--- config.mk ---
export PLATFORM = sky130hd
export DESIGN_NAME = data_gen
export DESIGN_NICKNAME = d
export VERILOG_FILES = /design/src/rtl/data_gen_pkg.sv /design/src/rtl/data_gen_tick.sv /design/src/rtl/data_gen.sv
export SDC_FILE = /design/constraint.sdc
export NUM_CORES = 1
export LEC_CHECK = 0
export ABC_AREA = 1
export CORE_MARGIN = 1.5
export CORE_UTILIZATION = 56
export DETAILED_ROUTE_END_ITERATION = 6
export GPL_TIMING_DRIVEN = 0
export PLACE_DENSITY_LB_ADDON = 0.15
export SYNTH_ARGS = -nofsm -noshare
export SYNTH_HDL_FRONTEND = slang
export SYNTH_HIERARCHICAL = 1
export SYNTH_SLANG_ARGS = --single-unit
--- constraint.sdc ---
create_clock -name sys_clk -period 2.8 [get_ports sys_clk]
set_clock_uncertainty 0.15 [all_clocks]
set_input_delay 0.56 -clock sys_clk [delete_from_list [all_inputs] [get_ports sys_clk]]
set_output_delay 0.56 -clock sys_clk [all_outputs]
set_load 0.01 [all_outputs]
--- src/rtl/data_gen_pkg.sv ---
// Shared constants for the seven-segment test-pattern source (data_gen).
package data_gen_pkg;

    // Datapath and counter widths
    localparam int DATA_W = 20;
    localparam int CNT_W  = 23;
    localparam int DIG_N  = 6;

    // Default prescaler terminal value: 100 ms at 50 MHz is 5_000_000 cycles
    localparam logic [CNT_W-1:0]  CNT_100MS_DEF = 23'd4_999_999;

    // Default largest displayed value (six decimal digits)
    localparam logic [DATA_W-1:0] DATA_MAX_DEF  = 20'd999_999;

    // Decimal-point mask with no point lit
    localparam logic [DIG_N-1:0]  POINT_NONE    = 6'b000000;

endpackage

--- src/rtl/data_gen_tick.sv ---
// Prescaler for data_gen: counts 0..CNT_MAX and pulses tick for one cycle
// while the count sits at CNT_MAX. CNT_MAX = 0 gives a tick every cycle.
module data_gen_tick #(
    parameter int               CNT_W   = 23,
    parameter logic [CNT_W-1:0] CNT_MAX = '1
) (
    input  logic clk,
    input  logic rst_n,
    output logic tick
);

    logic [CNT_W-1:0] cnt_q;
    logic [CNT_W-1:0] cnt_d;

    // Terminal-count detect and wrap-to-zero next-state logic
    always_comb begin
        tick  = (cnt_q == CNT_MAX);
        cnt_d = tick ? '0 : cnt_q + 1'b1;
    end

    // Prescaler count register
    always_ff @(posedge clk or negedge rst_n) begin
        if (!rst_n) begin
            cnt_q <= '0;
        end else begin
            cnt_q <= cnt_d;
        end
    end

endmodule

--- src/rtl/data_gen.sv ---
// data_gen: test-pattern source for the 6-digit seven-segment display path.
// Emits a value that steps once per prescaler period and wraps at DATA_MAX,
// plus a fixed decimal-point mask, a sign flag and a display enable.
// Build option: define DATA_GEN_SIGN_EN to make sign toggle on every
// DATA_MAX -> 0 wrap; without it sign is a constant 0 and no flop is built.
module data_gen
    import data_gen_pkg::*;
#(
    parameter logic [CNT_W-1:0]  CNT_100MS = CNT_100MS_DEF,
    parameter logic [DATA_W-1:0] DATA_MAX  = DATA_MAX_DEF
) (
    input  logic              sys_clk,
    input  logic              sys_rst_n,
    output logic [DATA_W-1:0] data,
    output logic [DIG_N-1:0]  point,
    output logic              sign,
    output logic              seg_en
);

    logic              tick;
    logic              wrap;
    logic [DATA_W-1:0] data_q;
    logic [DATA_W-1:0] data_d;
    logic [DIG_N-1:0]  point_q;
    logic [DIG_N-1:0]  point_d;
    logic              seg_en_q;
    logic              seg_en_d;

    data_gen_tick #(
        .CNT_W   (CNT_W),
        .CNT_MAX (CNT_100MS)
    ) u_tick (
        .clk   (sys_clk),
        .rst_n (sys_rst_n),
        .tick  (tick)
    );

    // Next-state logic: step data on tick with equality wrap; constants for the rest
    always_comb begin
        wrap     = tick && (data_q == DATA_MAX);
        data_d   = data_q;
        if (tick) begin
            data_d = wrap ? '0 : data_q + 1'b1;
        end
        point_d  = POINT_NONE;
        seg_en_d = 1'b1;
    end

    // Output registers; seg_en rises on the first edge after reset release
    always_ff @(posedge sys_clk or negedge sys_rst_n) begin
        if (!sys_rst_n) begin
            data_q   <= '0;
            point_q  <= POINT_NONE;
            seg_en_q <= 1'b0;
        end else begin
            data_q   <= data_d;
            point_q  <= point_d;
            seg_en_q <= seg_en_d;
        end
    end

`ifdef DATA_GEN_SIGN_EN
    logic sign_q;
    logic sign_d;

    // Sign flips on the same edge that wraps data back to zero
    always_comb begin
        sign_d = wrap ? ~sign_q : sign_q;
    end

    // Sign register
    always_ff @(posedge sys_clk or negedge sys_rst_n) begin
        if (!sys_rst_n) begin
            sign_q <= 1'b0;
        end else begin
            sign_q <= sign_d;
        end
    end

    assign sign = sign_q;
`else
    assign sign = 1'b0;
`endif

    assign data   = data_q;
    assign point  = point_q;
    assign seg_en = seg_en_q;

endmodule

# Yosys cells after proc, flatten, opt, wreduce, memory -nomap -nowiden
# Cells that the tools add are included.
op_classes:
  addsub: 2
  n_eq_ne: 2
  n_mux: 2
  reduce_logical: 1
op_table:
  columns: ["cell", "n"]
  rows:
  - ["$add 23x1->23 const B", 1]
  - ["$eq 23x23->1 const B", 1]
  - ["$mux 23", 1]
  - ["$add 20x1->20 const B", 1]
  - ["$eq 20x20->1 const B", 1]
  - ["$mux 20", 1]
  - ["$logic_and 1x1->1", 1]
totals:
  reg_bits: 44
  in_bits: 2
  out_inout_bits: 28
  word_cells: 10

# Longest topological paths before layout
# Gate-level depths: netlist of the first run.
depth:
  word_depth: 3
  depth_mapped: 15
  mapped_depth_nobuf: 15

# Cells and area by module
# Netlist of the first run, hierarchy kept.
modules_own_cells:
  columns: ["module", "instances", "cells_each", "area_per_inst_um2"]
  rows:
  - ["data_gen_tick", 1, 190, 1380.1]
  - ["data_gen", 1, 189, 1341.3]

# Worst setup path before layout of the first run
# OpenSTA, ideal clock, no wires.
synth_timing:
  kind: "reg-to-reg"
  from: "reg u_tick.cnt_q[0]"
  to: "reg data_q[6], in the netlist data[6]"
  t_arrival_ns: 1.770
  required_ns: 2.530
  path_slack_ns: 0.761
  stages_incl_launch_ff: 13
  n_path_buf: 1
  cell_sequence: "dfrtp_1 > ha_1 > nand2_2 > nor2_4 > nand2_4 > nor2_2 > nand3_2 > inv_2 > buf_4 > nand4_1 > nor2_2 > nand3_4 > and3_1"
synth_between:
  elab_chain_len: 3
synth_rtl:
  columns: ["element", "line", "text"]
  rows:
  - ["start, declared", "data_gen_tick.sv:12", "logic [CNT_W-1:0] cnt_q;"]
  - ["start signal, assigned", "data_gen_tick.sv:26", "cnt_q <= cnt_d;"]
  - ["$eq 23x23->1 *", "data_gen_tick.sv:17", "tick = (cnt_q == CNT_MAX);"]
  - ["via tick", "data_gen.sv:20", "logic tick;"]
  - ["$logic_and 1x1->1", "data_gen.sv:40", "wrap = tick && (data_q == DATA_MAX);"]
  - ["$mux 20", "data_gen.sv:43", "data_d = wrap ? '0 : data_q + 1'b1;"]
  - ["end signal, assigned", "data_gen.sv:56", "data_q <= data_d;"]
  - ["end, declared", "data_gen.sv:22", "logic [DATA_W-1:0] data_q;"]
# The timed path passes the listed nets; every way through them passes the cells marked *.
# A chain may end at the register's enable or synchronous reset.

# Worst setup path after layout of the first run
layout_timing:
  from: "reg u_tick.cnt_q[0]"
  to: "reg data_q[7], in the netlist data[7]"
# The elaborated chain is that of the path after synthesis.

==> metrics.md, run 1 <==
| Metric | Value |
|---|---|
| Number of pins with negative max-slew slack in the final report | 0 |
| Die W | 72.7 um |
| Iteration-0 DRC count of the detailed router | 143 |
| TritonCTS clock tree | yes |
| Proportion of synthesized chip area in sequential cells | 40.5% |
| Num Clock Sinks | 44 |
| Number of warnings issued by yosys | 6 |
| Crit. Startpoint | u_tick/cnt_q[0] |
| Starting density of the core | 58.0% |
| DRT antenna net count | 0 |
| Endpoint of the worst-slack reg-to-reg timing path | data[7] |
| Final design utilization | 67.5% |
| Ant diodes | 0 |
| Number of buffers inserted during clock tree synthesis | 5 |
| Pin count of the biggest net entering global routing | 33 |
| Detail Placement HPWL | 4270 um |
| Critical Path Sink Type | register |
| Areal power density over the cells | 365 nW/um2 |
| Overall Global Routing Usage | 23.4% |
| # H-tree levels | 2 |
| Startpoint types | register |
| Dpl cells | 462 |
| Wire length of the first global-routing pass | 9700 um |
| Routed wire per std cell | 11.8 um |
| Number of global-route vias before repair | 2131 |
| Worst R2R Path Depth | 13 |
| Max-cap violations | 0 |
| Clk pin slew, worst setup/hold paths | 80 ps |
| Crit Reg-Reg Startpoint | u_tick/cnt_q[0] |
| Required time of the critical path | 2840 ps |
| Number of enable flip-flop cells after synthesis | 0 |
| Synth Instances | 379 |
| I/O pins | 30 |
| Maximum vdd drop | 0.255 mV |
| Smallest hold slack | 384 ps |
| Via Count | 2362 |
| Final min period | 2360 ps |
| Status | completed |
| Standard-cell row count | 25 |
| Leak Pwr | 1.54 nW |
| End point of the critical path | data[7] |
| First-pass iteration count of the detailed router | 4 |
| Worst Hold Class | register to register |
| Count of state elements after synthesis | 44 |
| Source of the worst hold timing path | u_tick/cnt_q[2] |
| Final TNS setup | 0 ps |
| Fmax achieved | 423 MHz |
| Layout Area Growth over Synthesis | 16.4% |
| Clock latency of the later-clocked register in the worst-skew pair | 300 ps |
| Setup repair after global routing missed its margin | false |
| Cell Area, Synth | 2720 um2 |
| Number of antenna violations at the first check in global routing | 0 |
| Final standard cell count with taps included and fillers excluded | 471 |
| Syn avg cell area | 7.18 um2 |
| Ys flop type | dfrtp_1 |
| Final nets | 420 |
| Clock tree root driver cell | clkbuf_8 |
| Final count of hold timing violations | 0 |
| Share of cells above drive strength 1 | 12.5% |
| Die Area | 5290 um2 |
| Average via count per standard cell | 5.01 |
| Worst R2R Setup Slack | 440 ps |
| Largest driver fanout on the critical path | 10 |
| Yosys cell types | 27 |
| Number of port buffers | 22 |
| DRC violations left | 0 |
| Period utilization | 84.4% |
| Final setup vio count | 0 |
| Type of the setup path with the least slack | register to register |
| Maximum buffer depth of the clock tree | 2 |
| Final global-route overflow total | 0 |
| Filler Cells Inserted | 422 |
| Final total power | 1.16 mW |
| Final routed wirelength across all metal layers | 5550 um |
| Proportion of synthesized flip-flops having asynchronous set or reset | 100% |
| Arrival time at the worst endpoint | 2400 ps |
| DIE HEIGHT | 72.7 um |
| Final weighted congestion of routability-driven global placement | 0.889 |
| Setup repair bufs after CTS | 0 |
| Core area | 4690 um2 |
-- metal layers --
layer / up-vias / global-route usage, % / wire length [um]
li1: 1220 / - / -
met1: 1100 / 33.3 / 2720
met2: 35 / 37.4 / 2550
met3: 7 / 3.31 / 204
met4: 0 / 6.71 / 71
met5: - / 0 / 0
-- worst max-delay path: stages, from the launching register on --
cell,delay [ps]
dfrtp_1,350
ha_1,220
nand2_2,80
nor2_4,180
nand2_4,120
nor2_2,130
nand3_2,130
inv_2,100
buf_4,180
inv_2,90
nor2_1,200
nand2_1,100
nor2_1,130
a21oi_1,80
-- how the worst min path moves through the flow --
stage | end | slack (ps) | cells past startpoint
after detailed placement | u_tick/cnt_q[13] | 330 | 1
after CTS | u_tick/cnt_q[2] | 390 | 1
after floorplan | data[0] | 110 | 0
after global placement | u_tick/cnt_q[4] | 360 | 2
final | u_tick/cnt_q[2] | 380 | 1
after global routing | u_tick/cnt_q[2] | 400 | 1
-- cell families (layout without fill, tap and decap cells) --
logic type / Yosys count / in the layout / synth area share [%]
simple gates: 231 / 231 / 39.7
fa+ha+maj: 2 / 2 / 0.919
compound gates: 15 / 15 / 2.90
other cells: 2 / 8 / 0.276
buf+inv: 69 / 101 / 10.6
xor+xnor: 16 / 16 / 5.15
flops: 44 / 44 / 40.5
-- flip-flops by register name, summed over array words and instances, names as in the netlist --
name          flops
seg_en            1
u_tick/cnt_q     23
data             20
-- layout make-up --
class                   count  area (um2)  share of cell area [%]
plain buffers               8        60.1                    1.90
clock buffers               5        68.8                    2.17
clock inverters             3        42.5                    1.34
inverters                  61         229                    7.23
multi-input cells         272        1350                    42.7
flip-flops and latches     44        1100                    34.8
well taps                  54        67.6                    2.13
repair buffers             24         245                    7.74
-- stage by stage --
step           setup WS, ps  cell area (um2)
2_1_floorplan           761             2740
3_3_place_gp           -199             3030
3_5_place_dp            422             3050
4_1_cts                 409             3170
5_1_grt                 174             3170
6_report                435             3170
-- report_power, final --
part	internal, mW	leakage, nW	total, mW	switching, mW
Sequential	0.635	0.598	0.636	0.000142
Clock	0.264	0.0541	0.489	0.225
Combinational	0.0117	0.886	0.0307	0.0190
Total	0.911	1.54	1.16	0.244
-- Yosys cell counts (2+ instances only) --
cell | count | share of area [%]
nor2_4 | 7 | 2.9
nand3_1 | 28 | 5.1
xnor2_1 | 3 | 0.97
nand3_2 | 3 | 1.1
nand4_1 | 12 | 2.8
nor3_1 | 7 | 1.3
ha_1 | 2 | 0.92
a21oi_1 | 5 | 0.92
nor2_1 | 68 | 9.4
conb_1 | 2 | 0.28
dfrtp_1 | 44 | 40
xor2_1 | 13 | 4.2
inv_2 | 6 | 0.83
o21ai_0 | 3 | 0.55
nand2_2 | 7 | 1.6
o21ai_1 | 5 | 0.92
buf_4 | 8 | 2.2
nor2_2 | 8 | 1.8
inv_1 | 55 | 7.6
nand2_1 | 86 | 12
-- timing repair --
item	CTS	global route
hold endpoints to repair	3	0
gates resized for setup	0	0
hold buffers	1	0
-- placed cells by master, fill, tap and decap left out, types with 2 or more instances in the layout --
master and n:
inv_1 55, clkbuf_8 5, o21ai_1 5, nand4_1 12, nand2_1 86, nand3_1 28, nand3_2 3, nand2_2 7
xnor2_1 3, nor2_4 7, buf_4 8, clkdlybuf4s50_1 21, xor2_1 13, a21oi_1 5, dfrtp_1 44, nor2_2 8
nor3_1 7, conb_1 8, ha_1 2, inv_2 6, o21ai_0 3, nor2_1 68
Power figures use the tool's default switching activity.
==> run 2, diff against run 1 <==
--- a/config.mk
+++ b/config.mk
@@ -7,7 +7,7 @@
 export LEC_CHECK = 0
 export ABC_AREA = 1
 export CORE_MARGIN = 1.5
-export CORE_UTILIZATION = 56
+export CORE_UTILIZATION = 51
 export DETAILED_ROUTE_END_ITERATION = 6
 export GPL_TIMING_DRIVEN = 0
 export PLACE_DENSITY_LB_ADDON = 0.15
==> constraint.sdc (replaced) <==
create_clock -name sys_clk -period 2.1 [get_ports sys_clk]
set_clock_uncertainty 0.15 [all_clocks]
set_input_delay 0.42 -clock sys_clk [delete_from_list [all_inputs] [get_ports sys_clk]]
set_output_delay 0.42 -clock sys_clk [all_outputs]
set_load 0.01 [all_outputs]
==> metrics.md, run 2 (synthesized netlist as in run 1, its figures left out) <==
| Metric | Value |
|---|---|
| Final count of hold timing violations | 0 (unchanged) |
| Period utilization | 99.8% (was 84.4%) |
| Standard-cell row count | 26 (was 25) |
| Fmax achieved | 477 MHz (was 423 MHz) |
| Cell with the biggest individual delay on the critical path | dfrtp_1 (unchanged) |
| DIE HEIGHT | 76.0 um (was 72.7 um) |
| First-pass iteration count of the detailed router | 4 (unchanged) |
| Final nets | 438 (was 420) |
| Die Area | 5780 um2 (was 5290 um2) |
| Endpoint of the worst-slack reg-to-reg timing path | data[6] (was data[7]) |
| Final global-route overflow total | 0 (unchanged) |
| Final routed wirelength across all metal layers | 6320 um (was 5550 um) |
| Clk pin slew, worst setup/hold paths | 90 ps (was 80 ps) |
| Layout Area Growth over Synthesis | 26.3% (was 16.4%) |
| Required time of the critical path | 2150 ps (was 2840 ps) |
| Average via count per standard cell | 4.99 (was 5.01) |
| Wire length of the first global-routing pass | 10700 um (was 9700 um) |
| Final min period | 2100 ps (was 2360 ps) |
| Die W | 76.0 um (was 72.7 um) |
| # H-tree levels | 2 (unchanged) |
| Starting density of the core | 52.9% (was 58.0%) |
| Critical path buffer and inverter count | 2 (was 3) |
| Ant diodes | 0 (unchanged) |
| Number of antenna violations at the first check in global routing | 0 (unchanged) |
| Max-cap violations | 0 (unchanged) |
| Number of pins with negative max-slew slack in the final report | 0 (unchanged) |
| Worst Hold Class | register to register (unchanged) |
| Number of buffers inserted during clock tree synthesis | 5 (unchanged) |
| Routed wire per std cell | 12.5 um (was 11.8 um) |
| Final weighted congestion of routability-driven global placement | 0.852 (was 0.889) |
| Dpl cells | 478 (was 462) |
| Register area | 1100 um2 (about the same) |
| Filler Cells Inserted | 446 (was 422) |
| Critical path, cell by cell | ha_4, nand2_4, nor2_4, nand2_4, nor2_4, nand3_2, inv_2, buf_6, nand4_1, nor2_4, nand3_4, and3_4 (was ha_1, nand2_2, nor2_4, nand2_4, nor2_2, nand3_2, inv_2, buf_4, inv_2, nor2_1, nand2_1, nor2_1, a21oi_1) |
| Worst setup margin | 4.77 ps (was 435 ps) |
| DRT antenna net count | 0 (unchanged) |
| Crit Reg-Reg Startpoint | u_tick/cnt_q[0] (unchanged) |
| Iteration-0 DRC count of the detailed router | 186 (was 143) |
| Final setup vio count | 0 (unchanged) |
| Share of cells above drive strength 1 | 20.2% (was 12.5%) |
| Via Count | 2521 (was 2362) |
| Clock tree root driver cell | clkbuf_8 (unchanged) |
| Overall Global Routing Usage | 23.0% (was 23.4%) |
| Arrival time at the worst endpoint | 2140 ps (was 2400 ps) |
| Number of instances on the worst hold path | 2 (was 1) |
| Post-place setup slack | -259 ps (was 422 ps) |
| Number of port buffers | 22 (unchanged) |
| Detail Placement HPWL | 4400 um (was 4270 um) |
| Most frequent standard cell in the layout excluding fill and tap cells | nand2_1 (unchanged) |
| Setup repair after global routing missed its margin | true (was false) |
| Worst R2R Setup Slack | 5 ps (was 440 ps) |
| Core area | 5140 um2 (was 4690 um2) |
| Endpoint, Worst Hold | u_tick/cnt_q[4] (was u_tick/cnt_q[2]) |
| DRC violations left | 0 (unchanged) |
| Final standard cell count with taps included and fillers excluded | 505 (was 471) |
| Commonest cells after routing, fill and taps aside | 82 x nand2_1, 62 x nor2_1, 53 x inv_1, 43 x dfrtp_1, 25 x nand3_1 (was 86 x nand2_1, 68 x nor2_1, 55 x inv_1, 44 x dfrtp_1, 28 x nand3_1) |
| Register bank with the most flops | u_tick/cnt_q (unchanged) |
| Maximum vdd drop | 0.278 mV (was 0.255 mV) |
| Type of the setup path with the least slack | register to register (unchanged) |
| Critical Path Sink Type | register (unchanged) |
| Leak Pwr | 1.64 nW (was 1.54 nW) |
| Family with the most delay on the worst path | simple AND/OR/NAND/NOR gates (unchanged) |
| Multi-input gate area | 1480 um2 (was 1350 um2) |
| Source of the worst hold timing path | u_tick/cnt_q[4] (was u_tick/cnt_q[2]) |
| Delay of the slowest critical-path stage | 400 ps (was 350 ps) |
| Pin count of the biggest net entering global routing | 29 (was 33) |
| Worst R2R Path Depth | 12 (was 13) |
| Status | completed (unchanged) |
| Largest driver fanout on the critical path | 5 (was 10) |
| Number of global-route vias before repair | 2319 (was 2131) |
| Most frequent CP cell | nor2_4 |
| I/O pins | 30 (unchanged) |
| Maximum buffer depth of the clock tree | 2 (unchanged) |
| Largest register FFs | 23 (unchanged) |
| Clock latency of the later-clocked register in the worst-skew pair | 300 ps (about the same) |
| TritonCTS clock tree | yes (unchanged) |
| Num Clock Sinks | 44 (unchanged) |
| Startpoint types | register (unchanged) |
| Areal power density over the cells | 425 nW/um2 (was 365 nW/um2) |
## run 2: worst reg2reg max path: cells and delay by family, from the launching register on
family | cells | cell delay (ps)
DFF | 1 | 400
and+or+nand+nor | 9 | 1050
buffers and inverters | 2 | 220
adders and majority gates | 1 | 170
## run 2: repair_timing
action / in CTS / in global routing
hold buffers: 1 / 0
setup buffers: 14 / 3
hold endpoints to repair: 16 / 0
pin swaps: 11 / 10
setup endpoints to repair: 16 / 18
gates cloned: 1 / 0
resized for setup: 12 / 19
## run 2: worst max-delay path by stage
| stage | end | start | cells after the start | slack, ps |
|---|---|---|---|---|
| 2_1_floorplan | data[6] | u_tick/cnt_q[0] | 12 | 60 |
| 3_3_place_gp | data[1] | sys_rst_n | 1 | -750 |
| 3_5_place_dp | data[7] | u_tick/cnt_q[0] | 13 | -260 |
| 4_1_cts | data[6] | u_tick/cnt_q[1] | 12 | -60 |
| 5_1_grt | data[7] | u_tick/cnt_q[0] | 14 | -90 |
| 6_report | data[6] | u_tick/cnt_q[0] | 12 | 5 |
## run 2: cell type report
| class | count | area share (%) |
|---|---|---|
| Clock buffer | 7 | 2.51 |
| Multi-Input combinational cell | 273 | 42.9 |
| Sequential cell | 44 | 32.1 |
| Tap cell | 70 | 2.55 |
| Inverter | 61 | 6.66 |
| Timing Repair Buffer | 41 | 11.2 |
| Clock inverter | 1 | 0.218 |
| Buffer | 8 | 1.86 |
## run 2: routing by layer
| layer | vias up | share of wire [%] | GRT usage (%) |
|---|---|---|---|
| li1 | 1270 | - | - |
| met5 | - | 0 | 0 |
| met4 | 0 | 0.70 | 5.37 |
| met3 | 6 | 4.1 | 4.31 |
| met1 | 1172 | 49 | 33.0 |
| met2 | 73 | 46 | 36.3 |
## run 2: power by group
part,internal (mW),switching (mW),total [mW]
Sequential,0.847,0.000228,0.848
Combinational,0.0156,0.0254,0.0410
Clock,0.268,0.304,0.572
Total,1.13,0.330,1.46
## run 2: per-stage QoR
step / cell area (um2) / TNS [ps] / power (mW) / hold WS (ps) / util, %
final: 3440 / 0 / 1.46 / 393 / 66.9
after global placement: 3050 / -34980 / 0.901 / 370 / 59.4
after CTS: 3350 / -116 / 1.47 / 398 / 65.1
after floorplan: 2740 / 0 / 0.881 / -25.6 / -
after detailed placement: 3070 / -2940 / 0.905 / 229 / 59.7
after global routing: 3440 / -842 / 1.52 / 418 / 66.9
